`config.mk`:
```
export PLATFORM = sky130hd
export DESIGN_NAME = sh_mac_unit
export DESIGN_NICKNAME = d
export VERILOG_FILES = /design/src/rtl/sh_mac_unit.sv
export SDC_FILE = /design/constraint.sdc
export NUM_CORES = 2
export LEC_CHECK = 0
export ABC_AREA = 1
export BUFFER_PORTS_ARGS = -buffer_cell sky130_fd_sc_hd__buf_4
export CAP_MARGIN = 20
export CORE_UTILIZATION = 30
export CTS_CLUSTER_SIZE = 16
export DETAILED_ROUTE_END_ITERATION = 8
export PLACE_DENSITY = 0.5
export SLEW_MARGIN = 20
export SYNTH_ARGS = -nofsm -noshare
export SYNTH_HDL_FRONTEND = slang
export SYNTH_SLANG_ARGS = --single-unit
```
`constraint.sdc`:
```
create_clock -name CLK -period 22.4 [get_ports CLK]
set_input_delay 0 -clock CLK [delete_from_list [all_inputs] [get_ports CLK]]
set_output_delay 0 -clock CLK [all_outputs]
set_load 0.05 [all_outputs]
```
`src/rtl/sh_mac_unit.sv`:
```
// sh_mac_unit: SH CPU multiply/accumulate unit (MUL.L, DMULx.L, MULx.W, MAC.W, MAC.L, CLRMAC, LDS/STS)
//   Ports: CLK, RST_N (async, active-low), CE_R/CE_F clock enables, RES_N soft reset (qualified by CE_R),
//   CBUS_A/CBUS_DI/CBUS_DO/CBUS_WR/CBUS_BA/CBUS_REQ/CBUS_BUSY internal bus,
//   MAC_SEL/MAC_OP/MAC_S/MAC_WE control from the decoder.
//   Optional feature macro: SH_MAC_SAT_EN (MAC_S-controlled saturation of MAC.W / MAC.L).
module sh_mac_unit #(
  parameter int MACH_W     = 32,
  parameter int MUL_CYCLES = 2
) (
  input  logic        CLK,
  input  logic        RST_N,
  input  logic        CE_R,
  input  logic        CE_F,
  input  logic        RES_N,
  input  logic [27:0] CBUS_A,
  input  logic [31:0] CBUS_DI,
  output logic [31:0] CBUS_DO,
  input  logic        CBUS_WR,
  input  logic [3:0]  CBUS_BA,
  input  logic        CBUS_REQ,
  output logic        CBUS_BUSY,
  input  logic [1:0]  MAC_SEL,
  input  logic [3:0]  MAC_OP,
  input  logic        MAC_S,
  input  logic        MAC_WE
);
  localparam int AW = 32 + MACH_W;
  typedef enum logic {IDLE, EXEC} state_t;
  state_t            state_q, state_d;
  logic [MACH_W-1:0] mach_q, mach_d;
  logic [31:0]       macl_q, macl_d, a_q, a_d, b_q, b_d;
  logic [2:0]        cnt_q, cnt_d;
  logic [3:0]        op_q, op_d;
  logic              s_q, s_d, sgn_q, sgn_d;
  logic              wr_ok, is_mul, mul_w, mac_w;
  logic [15:0]       mac_h;
  logic [31:0]       wa, wb;
  logic [63:0]       ax, bx, p;
  logic [AW-1:0]     acc;
  logic              unused_ok;
  assign unused_ok = ^{CE_F, CBUS_WR, CBUS_BA, CBUS_A[27:2], CBUS_A[0]};
  assign wr_ok  = MAC_WE & |MAC_SEL & CE_R & (state_q == IDLE);
  assign is_mul = MAC_OP inside {4'b0001, 4'b0010, 4'b0011, 4'b1001, 4'b0110, 4'b0111, 4'b1011};
  assign mul_w  = MAC_OP inside {4'b0110, 4'b0111};
  assign mac_w  = MAC_OP == 4'b1011;
  // MAC.W picks one halfword of the bus word by address bit 1
  assign mac_h  = CBUS_A[1] ? CBUS_DI[15:0] : CBUS_DI[31:16];
  assign wa = mac_w ? 32'(signed'(mac_h)) :
              mul_w ? (MAC_OP[0] ? 32'(signed'(CBUS_DI[15:0])) : {16'b0, CBUS_DI[15:0]}) : CBUS_DI;
  assign wb = mac_w ? 32'(signed'(mac_h)) :
              mul_w ? (MAC_OP[0] ? 32'(signed'(CBUS_DI[31:16])) : {16'b0, CBUS_DI[31:16]}) : CBUS_DI;
  // Low 64 bits of the product of the extended operands are exact for both signednesses
  assign ax  = sgn_q ? {{32{a_q[31]}}, a_q} : {32'b0, a_q};
  assign bx  = sgn_q ? {{32{b_q[31]}}, b_q} : {32'b0, b_q};
  assign p   = ax * bx;
  assign acc = {mach_q, macl_q} + p[AW-1:0];
`ifdef SH_MAC_SAT_EN
  localparam logic [64:0] LMAX = 65'h0_00007FFF_FFFFFFFF;
  localparam logic [64:0] LMIN = 65'h1_FFFF8000_00000000;
  logic [32:0] w_sum;
  logic [64:0] l_sum, l_sat;
  logic        w_ovf;
  assign w_sum = {macl_q[31], macl_q} + {p[31], p[31:0]};
  assign w_ovf = w_sum[32] ^ w_sum[31];
  assign l_sum = 65'(signed'({mach_q, macl_q})) + {p[63], p};
  assign l_sat = $signed(l_sum) > $signed(LMAX) ? LMAX : $signed(l_sum) < $signed(LMIN) ? LMIN : l_sum;
`endif
  always_comb begin
    state_d = state_q;
    mach_d  = mach_q;
    macl_d  = macl_q;
    a_d     = a_q;
    b_d     = b_q;
    cnt_d   = cnt_q;
    op_d    = op_q;
    s_d     = s_q;
    sgn_d   = sgn_q;
    if (CE_R && !RES_N) begin
      state_d = IDLE;
      mach_d  = '0;
      macl_d  = '0;
      a_d     = '0;
      b_d     = '0;
      cnt_d   = '0;
      op_d    = '0;
      s_d     = 1'b0;
      sgn_d   = 1'b0;
    end else if (wr_ok) begin
      macl_d = MAC_OP == 4'b0100 ? CBUS_DI : MAC_OP == 4'b1111 ? '0 : macl_q;
      mach_d = MAC_OP == 4'b1000 ? CBUS_DI[MACH_W-1:0] : MAC_OP == 4'b1111 ? '0 : mach_q;
      a_d    = is_mul && MAC_SEL[0] ? wa : a_q;
      if (is_mul && MAC_SEL[1]) begin
        b_d     = wb;
        state_d = EXEC;
        cnt_d   = 3'(MUL_CYCLES - 1);
        op_d    = MAC_OP;
        s_d     = MAC_S;
        sgn_d   = MAC_OP[0];
      end
    end else if (state_q == EXEC && CE_R) begin
      cnt_d = cnt_q - 3'd1;
      if (cnt_q == '0) begin
        state_d = IDLE;
        cnt_d   = '0;
        macl_d  = p[31:0];
        if (op_q inside {4'b0010, 4'b0011})
          mach_d = p[AW-1:32];
        if (op_q inside {4'b1001, 4'b1011})
          {mach_d, macl_d} = acc;
`ifdef SH_MAC_SAT_EN
        if (s_q && op_q == 4'b1011) begin
          macl_d = w_ovf ? (w_sum[32] ? 32'h8000_0000 : 32'h7FFF_FFFF) : w_sum[31:0];
          mach_d = w_ovf ? (mach_q | MACH_W'(1)) : mach_q;
        end
        if (s_q && op_q == 4'b1001)
          {mach_d, macl_d} = l_sat[AW-1:0];
`endif
      end
    end
  end
  always_ff @(posedge CLK or negedge RST_N) begin
    if (!RST_N) begin
      state_q <= IDLE;
      mach_q  <= '0;
      macl_q  <= '0;
      a_q     <= '0;
      b_q     <= '0;
      cnt_q   <= '0;
      op_q    <= '0;
      s_q     <= 1'b0;
      sgn_q   <= 1'b0;
    end else begin
      state_q <= state_d;
      mach_q  <= mach_d;
      macl_q  <= macl_d;
      a_q     <= a_d;
      b_q     <= b_d;
      cnt_q   <= cnt_d;
      op_q    <= op_d;
      s_q     <= s_d;
      sgn_q   <= sgn_d;
    end
  end
  assign CBUS_DO   = MAC_SEL[1] ? 32'(signed'(mach_q)) : macl_q;
  assign CBUS_BUSY = (state_q != IDLE) & (CBUS_REQ | (MAC_WE & |MAC_SEL));
endmodule
```
# After elaboration in Yosys (flattened, before gate mapping)
# Index checks and enable logic that the tools add are counted.
# op_classes
add_sub_neg	2
multipliers	1
n_eq_ne	17
n_mux	46
bitwise_logic	6
n_reduce_logical	23
# op_table
cell	n
$mux W32	27
$mux W64	2
$add A64 B64 Y64	1
$mul A64 B64 Y64	1
$eq A4 B4 Y1 const B	6
$eq A4 B2 Y1 const B	4
$mux W16	1
$mux W3	5
$eq A4 B3 Y1 const B	3
$mux W4	3
$reduce_bool A2 Y1	6
$mux W1	8
$ne A4 B1 Y1 const B	2
$reduce_bool A7 Y1	1
$reduce_and A2 Y1	3
$reduce_and A3 Y1	2
$reduce_bool A3 Y1	2
$and A1 B1 Y1	4
$eq A4 B1 Y1 const B	1
$logic_and A1 B1 Y1	4
$reduce_and A4 Y1	1
$reduce_bool A4 Y1	1
$logic_not A3 Y1	1
$ne A3 B1 Y1 const B	1
other kinds (5)	5
# word_totals
register_bits	137
in_bits	79
output_inout_bits	33
word_cells	103

# Depth between registers and ports, before layout
# logic_depth
word_depth	8
mapped_depth	55
ltp_nobuf	53

# Least setup slack after synthesis
# No wires, ideal clock.
# synth_timing
path_type	reg-to-reg
startpoint	register a_q[31]
endpoint	register mach_q[31]
setup_ns	0.117
arrival_ns	9.735
required_time_ns	22.283
path_slack_ns	12.548
stages_incl_launch_ff	50
n_path_buf	2
period_less_slack_ns	9.852
path_cell_list	dfrtp_1 -> buf_4 -> nand2_2 -> buf_1 -> nor2_1 -> fa_1 -> fa_1 -> fa_1 -> inv_1 -> fa_1 -> inv_1 -> fa_1 -> inv_1 -> fa_1 -> inv_1 -> fa_1 -> inv_1 -> fa_1 -> (+14 left out) -> nand2_1 -> inv_1 -> ha_1 -> nand2_1 -> nor3_1 -> inv_1 -> nor2_1 -> nand2_1 -> nor4_1 -> nand2_1 -> nand2_1 -> nand2_1 -> nand3_1 -> inv_1 -> nand3_1 -> nand3_1 -> nand2_1 -> nand2_1
# synth_via
elab_chain_cells	8
word_cells_on_any_way	9
classes_between	1 x add/sub; 1 x mul; 7 x mux
# synth_rtl
element	line_no	rtl
start, declared	31	logic [31:0] macl_q, macl_d, a_q, a_d, b_q, b_d;
start signal, assigned	126	a_q <= '0;
start signal, assigned	136	a_q <= a_d;
$mux W64 (*)	53	assign ax = sgn_q ? {{32{a_q[31]}}, a_q} : {32'b0, a_q};
$mul A64 B64 Y64 (*)	55	assign p = ax * bx;
$add A64 B64 Y64 / $mux W32 (equally long branches)	56, 106	
$mux W32 (*)	108	if (op_q inside {4'b1001, 4'b1011})
$mux W32 (*)	102	if (cnt_q == '0) begin
$mux W32 (*)	100	end else if (state_q == EXEC && CE_R) begin
$mux W32 (*)	88	end else if (wr_ok) begin
$mux W32 (*)	78	if (CE_R && !RES_N) begin
end signal, assigned	134	mach_q <= mach_d;
end, declared	30	logic [MACH_W-1:0] mach_q, mach_d;
# Mark *: on every way between the ends. The rest lies on a longest branch, timed or not. The select of a mux whose other input is x is not followed.
# A chain may end at the register's enable or synchronous reset.

# Worst setup path in the final report
# layout_timing
startpoint	register b_q[31]
endpoint	register mach_q[11]
# layout_via
elab_chain_cells	8
word_cells_on_any_way	9
classes_between	1 x add/sub; 1 x mul; 7 x mux
# layout_rtl
element	line_no	rtl
start, declared	31	
start signal, assigned	127	b_q <= '0;
start signal, assigned	137	b_q <= b_d;
$mux W64 (*)	54	assign bx = sgn_q ? {{32{b_q[31]}}, b_q} : {32'b0, b_q};
$mul A64 B64 Y64 (*)	55	
$add A64 B64 Y64 / $mux W32 (equally long branches)	56, 106	
$mux W32 (*)	108	
$mux W32 (*)	102	
$mux W32 (*)	100	
$mux W32 (*)	88	
$mux W32 (*)	78	
# Marked as above.

==> qor.yml <==
outcome:
  outcome: "finished clean"
synth:
  syn_inst: 8118
  yosys.cell_types.count: 68
  synth_edf_count: 0
  synthFlopType: "dfrtp_1"
  async_flop_share_pct: 100
  yosysSeqAreaShare_pct: 5.43
  ys_seq_elements: 136
  syn_area_per_cell_um2: 7.73
  ys_warn_count: 0
  syn-num-nets: 9996
  synthesis.area_um2: 62700
drt:
  wl_per_cell_um: 21.9
  routed-via-count: 51000
  wirelength_um: 237000
  drc: 0
  dr.first_iter.drc_count: 4029
  vias_per_cell: 4.72
  postRouteAntennaNets: 0
  dr.pass1.iters: 6
global_route:
  track_usage_pct: 23.1
  grt_max_degree: 84
  grt_pass1_wl_um: 357000
  gr-total-overflow: 0
  first_global_vias: 53800
  antenna_found_initial: 13
critical_path:
  path_delay_family: "adder cells"
  crit_path_start_kind: "flip-flop"
  end_kind: "flip-flop"
  crit_start: "b_q[31]$_DFFE_PN0P_"
  crit_slowest_cell: "dfrtp_1"
  crit_end: "mach_q[11]$_DFFE_PN0P_"
  critical_path.max_stage_delay_ns: 0.68
  worstReg2RegEnd: "mach_q[11]$_DFFE_PN0P_"
  crit_required_ns: 22.79
  worstPathMaxFanout: 31
  rr_worst_depth: 43
  crit_buf_inv: 11
  r2r_start: "b_q[31]$_DFFE_PN0P_"
  r2r_slack_ns: 9.46
  crit_type: "flip-flop to flip-flop"
  worstSetupPathDepth: 43
  cp_data_arrival_time_ns: 13.33
cells_and_area:
  final_cell_mix: "inv_1, nand2_1, fa_1, ha_1, nor2_1"
  drive_gt1_share_pct: 4.37
  area.growth.synth_to_final_pct: 7.00
  layout_commonest_cell: "inv_1"
  finalNetCount: 9882
sta:
  fin_skew_ns: 0.0322
  whs_ns: 0.00896
  setup_viol: 0
  fin_crit_ns: 12.94
  worst-slew-pin-transition_ns: 1.19
  fin_crit_sh_pct: 57.8
  fin_setup_tns_ns: 0
  relSlewSlack_pct: 20.7
  rsz0062_at_grt: "false"
  hold_viol: 0
  final_max_slew_viol_count: 0
  fmax_mhz: 77.3
power:
  p_comb_share_pct: 63.8
  powerDensity_nw_per_um2: 28.5
  p_sw_share_pct: 58.7
  p_switching_uw: 1120
  seq_power_share_pct: 20.2
  power.internal_uw: 790
  clock_power_share_pct: 16.1
  vdd_drop_max_v: 0.0000755
  p_leak_uw: 0.0381
clocking:
  cts_resized: 0
  tritoncts: "done"
  cts_root_buf: "clkbuf_16"
  cts.clk_slew.worst_paths_ns: 0.08
  clk_latency_ns: 0.52
  clockBufferDepth: 2
  post_cts_buffers: 0
  htreeDepth: 4
  cts_made_buffers: 17
  postCtsHoldBufs: 35
  clock-sinks: 136
floorplanning:
  io_pins: 112
  die_w_um: 459
  core.rowCount: 167
  fp.dieArea_um2: 211000
  core_area_um2: 207000
  die_h_um: 459
  initial_core_util_pct: 30.2
place:
  io_buffers: 77
  gp_congestion: 0.963
  post-dp-hpwl_um: 200000
run:
  cap_violations: 0
hold_path:
  hold_depth: 4
  min_path_type: "input port to flip-flop"
[cell families after synthesis]
| kind of cell | after synthesis | synth area share [%] |
|---|---|---|
| buffers and inverters | 2916 | 17.5 |
| AND/OR/NAND/NOR | 2434 | 15.8 |
| adder cells (fa/ha/maj) | 1799 | 53.1 |
| AO/OA/AOI/OAI | 752 | 7.02 |
| flip-flops | 136 | 5.43 |
| XOR/XNOR | 81 | 1.18 |
[worst min path at each step]
stage,from,endpoint,slack (ns)
3_5_place_dp,RST_N,mach_q[10]$_DFFE_PN0P_,0.20
5_1_grt,CBUS_DI[4],a_q[4]$_DFFE_PN0P_,0.03
6_report,CE_R,state_q$_DFFE_PN0P_,0.009
3_3_place_gp,RST_N,mach_q[10]$_DFFE_PN0P_,0.19
4_1_cts,CE_R,state_q$_DFFE_PN0P_,0.005
2_1_floorplan,RST_N,a_q[0]$_DFFE_PN0P_,-0.30
[worst min-delay path: stages]
cell and delay [ns]:
buf_4 0.10, a21oi_1 0.10, nor2_4 0.18, a21oi_1 0.10
[synthesized netlist by cell type (10+ instances only)]
cell      instances  area (um2)
nor2_1          366        1370
inv_2            29         109
o22ai_1          40         250
xor2_1           47         412
o21a_1           11        82.6
xnor2_1          30         263
nand3_2          10         100
inv_1          2554        9590
ha_1            365        4570
nand3_1         192         961
nand2_1        1711        6420
o21ai_0         196         981
nor3_1           19        95.1
a21boi_1         12        90.1
nand3b_1         11        82.6
nand2_2          24         150
a21o_1           18         135
a31oi_1          38         238
a21oi_2          13         114
o211ai_1         36         270
o21bai_1         22         165
o21ai_1          36         180
a21oi_1         276        1380
fa_1           1434       28700
clkbuf_1        296        1110
or2_2            12        75.1
dfrtp_1         136        3400
buf_2            19        95.1
nor2_2           21         131
nand4_1          27         169
[final cells by class]
cell class                 instances  area (um2)
inverter                        2585        9710
sequential                       136        3400
multi-input combinational       5066       48400
timing repair buffer             198        1580
fill                           22200      140000
tap                             2788        3490
antenna                            2        5.00
clock inverter                    15         151
clock buffer                      17         425
[stage by stage]
stage	worst slack (ns)	cells	area [um2]	power (uW)	util, %
2_1_floorplan	12.55	8118	62700	1090	-
3_3_place_gp	9.84	10700	66200	1580	31.9
3_5_place_dp	9.78	10700	66200	1580	31.9
4_1_cts	9.68	10800	67100	1900	32.3
5_1_grt	9.08	10800	67100	2020	32.3
6_report	9.46	10800	67100	1920	32.3
[registers in the layout, summed over array words and instances (netlist names)]
signal / cells
a_q: 32
cnt_q: 3
macl_q: 32
b_q: 32
state_q: 1
op_q: 4
mach_q: 32
[metal layers]
layer  track usage [%]  wire [um]  up-vias
li1                  -          -    22900
met4              6.60       7950        8
met1              31.9     105000    26200
met3              2.68      13200      289
met2              37.9     111000     1543
met5                 0         49        -
[power groups by stage]
stage               Clock, uW  Combinational (uW)  Sequential (uW)
floorplan                   0                 743              348
global placement            0                1190              387
detailed placement          0                1190              388
CTS                       309                1210              384
global route              319                1310              392
finish                    308                1220              386
(Power assumes the default switching activity.)
